--- src/rtl/branch_resolve_unit.sv ---
// ----------------------------------------------------------------------------
// branch_resolve_unit
//
// Keeps every branch prediction issued at fetch in a small in-order queue and
// retires the oldest one when execute resolves it. Each retirement drives a
// registered write to the branch history table (upd_*). A retirement whose
// prediction disagrees with the real outcome raises a one-cycle flush with
// the redirect PC and discards everything still in flight. Retired and
// mispredicted branches are counted with saturating 16-bit counters.
//
// Ports
//   clk, arst_n        clock (rising edge), asynchronous active-low reset
//   en                 global enable; 0 freezes all state, pulses read 0
//   pred_valid/idx/taken, pred_ready
//                      fetch-side push of {BHT index, predicted direction}
//   res_valid/taken/next_pc
//                      execute-side resolve of the oldest in-flight branch
//   upd_valid/addr/taken
//                      registered BHT write port, one cycle after a retire
//   flush, redirect_pc one-cycle flush pulse and the fetch redirect target
//   empty              nothing in flight
//   res_err            sticky: a resolve arrived with nothing in flight
//   branch_cnt, mispred_cnt
//                      saturating retire / misprediction counters
// ----------------------------------------------------------------------------
module branch_resolve_unit #(
    parameter int LOWER = 5,
    parameter int DEPTH = 4,
    parameter int PC_W  = 32
) (
    input  logic             clk,
    input  logic             arst_n,
    input  logic             en,
    input  logic             pred_valid,
    input  logic [LOWER-1:0] pred_idx,
    input  logic             pred_taken,
    output logic             pred_ready,
    input  logic             res_valid,
    input  logic             res_taken,
    input  logic [PC_W-1:0]  res_next_pc,
    output logic             upd_valid,
    output logic [LOWER-1:0] upd_addr,
    output logic             upd_taken,
    output logic             flush,
    output logic [PC_W-1:0]  redirect_pc,
    output logic             empty,
    output logic             res_err,
    output logic [15:0]      branch_cnt,
    output logic [15:0]      mispred_cnt
);

    localparam int PTR_W = $clog2(DEPTH);
    // One extra bit so that "full" (count == DEPTH) and "empty" differ.
    localparam int CNT_W = PTR_W + 1;

    typedef enum logic {
        RUN   = 1'b0,
        FLUSH = 1'b1
    } state_t;

    state_t           state, state_nxt;
    logic [PTR_W-1:0] rd_ptr, wr_ptr, wr_ptr_inc;
    logic [CNT_W-1:0] count;
    logic [LOWER-1:0] idx_mem   [DEPTH];
    logic             taken_mem [DEPTH];

    logic full, push, pop, mispred, err_hit;

    // Occupancy is taken at the start of the cycle: a full queue refuses a
    // push even if a pop happens in the same cycle.
    assign empty      = (count == '0);
    assign full       = (count == CNT_W'(DEPTH));
    assign pred_ready = (state == RUN) && !full;

    assign push    = en && pred_valid && pred_ready;
    // While flushing the queue is always empty and res_valid is ignored, so
    // the RUN qualifier matters only for the error flag.
    assign pop     = en && res_valid && (state == RUN) && !empty;
    assign err_hit = en && res_valid && (state == RUN) && empty;
    assign mispred = pop && (taken_mem[rd_ptr] != res_taken);

    assign wr_ptr_inc = push ? wr_ptr + PTR_W'(1) : wr_ptr;

    // ------------------------------------------------------------------
    // FSM
    // ------------------------------------------------------------------
    always_ff @(posedge clk or negedge arst_n) begin
        if (!arst_n) begin
            state <= RUN;
        end else begin
            state <= state_nxt;
        end
    end

    // NOTE: the default assignment first keeps this block free of latches.
    always_comb begin
        state_nxt = state;
        case (state)
            RUN:     if (mispred) state_nxt = FLUSH;
            FLUSH:   if (en)      state_nxt = RUN;
            default: state_nxt = RUN;
        endcase
    end

    // ------------------------------------------------------------------
    // Queue storage
    // ------------------------------------------------------------------
    // NOTE: the record array has no reset; the pointers and occupancy alone
    // decide which entries are live, so stale contents are never observed.
    always_ff @(posedge clk) begin
        if (push) begin
            idx_mem[wr_ptr]   <= pred_idx;
            taken_mem[wr_ptr] <= pred_taken;
        end
    end

    // ------------------------------------------------------------------
    // Pointers, occupancy, outputs and statistics
    // ------------------------------------------------------------------
    // NOTE: all sequential state uses non-blocking assignment so every
    // register samples the pre-edge values of the others.
    always_ff @(posedge clk or negedge arst_n) begin
        if (!arst_n) begin
            rd_ptr      <= '0;
            wr_ptr      <= '0;
            count       <= '0;
            upd_valid   <= 1'b0;
            upd_addr    <= '0;
            upd_taken   <= 1'b0;
            flush       <= 1'b0;
            redirect_pc <= '0;
            res_err     <= 1'b0;
            branch_cnt  <= '0;
            mispred_cnt <= '0;
        end else begin
            // Pulses are single-cycle and drop whenever en is low.
            upd_valid <= pop;
            flush     <= mispred;

            if (mispred) begin
                // Discard all in-flight records, including a push taken in
                // this very cycle, by equalising the pointers.
                wr_ptr <= wr_ptr_inc;
                rd_ptr <= wr_ptr_inc;
                count  <= '0;
            end else begin
                wr_ptr <= wr_ptr_inc;
                if (pop) rd_ptr <= rd_ptr + PTR_W'(1);
                count <= count + CNT_W'(push) - CNT_W'(pop);
            end

            if (pop) begin
                upd_addr  <= idx_mem[rd_ptr];
                upd_taken <= res_taken;
                if (branch_cnt != 16'hFFFF) branch_cnt <= branch_cnt + 16'd1;
            end

            if (mispred) begin
                redirect_pc <= res_next_pc;
                if (mispred_cnt != 16'hFFFF) mispred_cnt <= mispred_cnt + 16'd1;
            end

            if (err_hit) res_err <= 1'b1;
        end
    end

endmodule

--- config.mk ---
export PLATFORM = sky130hd
export DESIGN_NAME = branch_resolve_unit
export DESIGN_NICKNAME = d
export VERILOG_FILES = /design/src/rtl/branch_resolve_unit.sv
export SDC_FILE = /design/constraint.sdc
export NUM_CORES = 1
export LEC_CHECK = 0
export BUFFER_PORTS_ARGS = -buffer_cell sky130_fd_sc_hd__buf_4
export CAP_MARGIN = 20
export CORE_MARGIN = 3
export CORE_UTILIZATION = 52
export DETAILED_ROUTE_END_ITERATION = 7
export GPL_ROUTABILITY_DRIVEN = 1
export PLACE_DENSITY = 0.89
export SLEW_MARGIN = 40
export SYNTH_ARGS = -nofsm -noshare
export SYNTH_HDL_FRONTEND = slang
export SYNTH_SLANG_ARGS = --single-unit
--- constraint.sdc ---
create_clock -name clk -period 3.09 [get_ports clk]
set_input_delay 0.1545 -clock clk [delete_from_list [all_inputs] [get_ports clk]]
set_output_delay 0.1545 -clock clk [all_outputs]
set_load 0.03 [all_outputs]
==> impl_metrics.json <==
{
  "critPathCaptureType": "flop",
  "crit_arrival_ns": 2.66,
  "synth.net_count": 374,
  "internal_power_mw": 3.05,
  "r2r_slack_ns": 0.66,
  "avgViaCountPerCell": 5.31,
  "synth_xor_area_share_pct": 6.31,
  "io_buffer_count": 118,
  "setup_slack_ns": 0.656,
  "critical-path-slowest-cell": "dfrtp_1",
  "syn2layout_area_growth_pct": 28.4,
  "skew_ns": 0.0139,
  "rr_startpoint": "state",
  "netlist_instances": 321,
  "root_buffer": "clkbuf_8",
  "ys_ff_latch": 105,
  "synth_area_leader_cell": "dfrtp_1",
  "hp-start": "res_next_pc[27]",
  "ys_seq_area_share_pct": 61.9,
  "synth_top_area_share_pct": 45.7,
  "comb_power_share_pct": 42.9,
  "grt_setup_unrepaired": "no",
  "grt_max_degree": 82,
  "min_path_cells": 2,
  "grt_pass1_wl_mm": 15.0,
  "clock_path_buffers": 2,
  "clkPwrFrac_pct": 14.8,
  "p_switching_mw": 1.99,
  "drive_gt1_share_pct": 37.8,
  "drc": 0,
  "critPathMaxStageDelay_ns": 0.40,
  "seqPwrFrac_pct": 42.3,
  "synth-main-ff-cell": "dfrtp_1",
  "ys_warn_count": 0,
  "synth_compound_area_share_pct": 2.31,
  "die_h_um": 98.4,
  "yosys.area_share.simple_pct": 11.3,
  "ir_drop_v": 0.000299,
  "die_x_um": 98.4,
  "firstDrtPassIters": 5,
  "grt_usage_pct": 19.2,
  "fin_tns_setup_ns": 0,
  "period_share_pct": 78.8,
  "maxSlewViolCount": 0,
  "place.detailed.hpwl_mm": 6.48,
  "path_clk_slew_ns": 0.10,
  "routabilityCongestion": 0.782,
  "worstPathMaxFanout": 7,
  "wl_per_cell_um": 16.0,
  "crit_required_ns": 3.32,
  "core_region_area_sq_um": 8260,
  "worstHoldEndpoint": "redirect_pc[27]",
  "synth.distinct_cells": 35,
  "period_needed_ns": 2.43,
  "final_cell_mix": "buf_4 (119), dfrtp_1 (81), nand2_1 (36), mux2_2 (36), xnor2_1 (27)",
  "layout.nets": 508,
  "slew_headroom_pct": 52.3,
  "die_area_sq_um": 9680,
  "htreeDepth": 3,
  "status": "complete, no violations",
  "initialDrtViolationCount": 127,
  "async_reset_ff_share_pct": 77.1,
  "ant_nets": 0,
  "grt-ovfl-total": 0,
  "critPathLaunchType": "flop",
  "worstSkewPairLatency_ns": 0.35,
  "routed_wl_mm": 9.05,
  "antenna_cells": 0,
  "dp.cells": 537,
  "r2r-end": "count[2]",
  "num_rows": 33,
  "setup_viol": 0,
  "synth_top_family_by_area": "multiplexers",
  "tightest_slew_ns": 0.716,
  "cts_buffers": 9,
  "power.share.switching_pct": 39.5,
  "io_pins": 119,
  "synth_edf_count": 24,
  "start_util_pct": 53.8,
  "synth_top_cells_by_area": "dfrtp_1 (46%), edfxtp_1 (16%), mux2_2 (9.1%)",
  "critical_path_class": "reg2reg",
  "min_path_type": "in2reg",
  "synthMuxAreaShare_pct": 12.9,
  "cts_resized": 0,
  "vias": 3000,
  "hold_viol": 0,
  "fmax_ghz": 0.411,
  "power_density_nw_per_um2": 884,
  "worstPathCellList": "nand3b_1 > a21oi_1 > inv_1 > ha_1 > inv_1 > ha_1 > inv_1 > fa_1 > xor2_1 > xnor2_1 > nor2_1",
  "p_leak_nw": 2.61,
  "cts.sinks": 105,
  "final_common_cell": "buf_4",
  "first_global_vias": 3007,
  "r2r_cells": 11,
  "stdcell_count": 565,
  "syn_avg_cell_area_sq_um": 13.8,
  "antenna_found_initial": 0,
  "yosys.area_share.adder_pct": 2.71,
  "worst_path_most_repeated_cell": "inv_1",
  "cts_tree": "built",
  "synth_area_sq_um": 4440,
  "place_ws_ns": 0.633,
  "cap_violations": 0
}
cell usage after synthesis (2+ instances only):
library cell  number
nand4_1           14
dfrtp_1           81
a21oi_1            5
ha_1               8
nor2_1             8
and4_1             3
a21o_1             2
mux4_1             5
edfxtp_1          24
nand2_1           36
nor2b_1            3
nand3_1           13
nor3_1             3
xor2_1             5
and2_1             7
xnor2_1           27
mux2i_1            2
inv_1              8
o21ai_0            2
buf_6              6
and3_1             7
a31oi_1            2
mux2_2            36
clkbuf_1           3
layout make-up:
type | instances | area, sq um
Inverter | 8 | 30.0
Tap cell | 105 | 131
Sequential cell | 105 | 2750
Clock buffer | 10 | 128
Multi-Input combinational cell | 198 | 1580
Fill cell | 586 | 2560
Timing Repair Buffer | 133 | 1040
Clock inverter | 6 | 42.5
how the worst max path moves through the flow:
| stage | startpoint | to | cells after the start |
|---|---|---|---|
| global route | state | count[2] | 11 |
| global placement | state | count[2] | 11 |
| detailed placement | state | count[2] | 11 |
| floorplan | count[1] | count[2] | 12 |
| finish | state | count[2] | 11 |
| CTS | state | count[2] | 11 |
critical path: cells and delay by family, from the launching register on:
kind	cells	cell delay, ns
adder cells (fa/ha/maj)	3	0.79
flip-flops	1	0.40
AO/OA/AOI/OAI	1	0.39
XOR/XNOR	2	0.32
AND/OR/NAND/NOR	2	0.23
buffers and inverters	3	0.20
power by group through the flow:
stage          sequential [mW]  combinational, mW  clock [mW]
6_report                  2.13               2.16       0.748
5_1_grt                   2.19               2.30       0.847
4_1_cts                   2.13               2.18       0.773
3_5_place_dp              2.16               2.17           0
3_3_place_gp              2.13               2.11           0
2_1_floorplan             2.71              0.811           0
cells by family after synthesis:
kind of cell / Yosys count
fa+ha+maj: 9
mux: 44
simple gates: 99
xor+xnor: 32
compound gates: 14
flops: 105
buf+inv: 18
per-layer routing:
metal / vias up / global-route usage [%] / share of wire, %
met3: 18 / 2.57 / 3.5
li1: 1404 / - / -
met4: 0 / 7.88 / 2.4
met1: 1498 / 24.4 / 41
met5: - / 0 / 0
met2: 80 / 33.4 / 53
registers in the layout, indices dropped and copies added, names as in the netlist:
signal       cells
taken_mem        4
rd_ptr           2
upd_taken        1
count            3
flush            1
res_err          1
redirect_pc     32
wr_ptr           2
branch_cnt      16
idx_mem         20
mispred_cnt     16
state            1
upd_addr         5
upd_valid        1
per-stage QoR:
stage | power (mW) | util (%) | instance area, sq um | hold WS [ns]
after floorplan | 3.52 | - | 4440 | -0.141
after global placement | 4.23 | 65.5 | 5410 | 0.354
after detailed placement | 4.33 | 65.5 | 5410 | 0.246
after CTS | 5.08 | 68.4 | 5650 | 0.00801
after global routing | 5.34 | 69.0 | 5700 | -0.00171
final | 5.04 | 69.0 | 5700 | 0.0251
what timing repair did:
action	CTS	global route
setup endpoints to repair	0	0
setup buffers	0	0
hold buffers	7	5
hold endpoints to repair	102	5
Power figures use the tool's default switching activity.
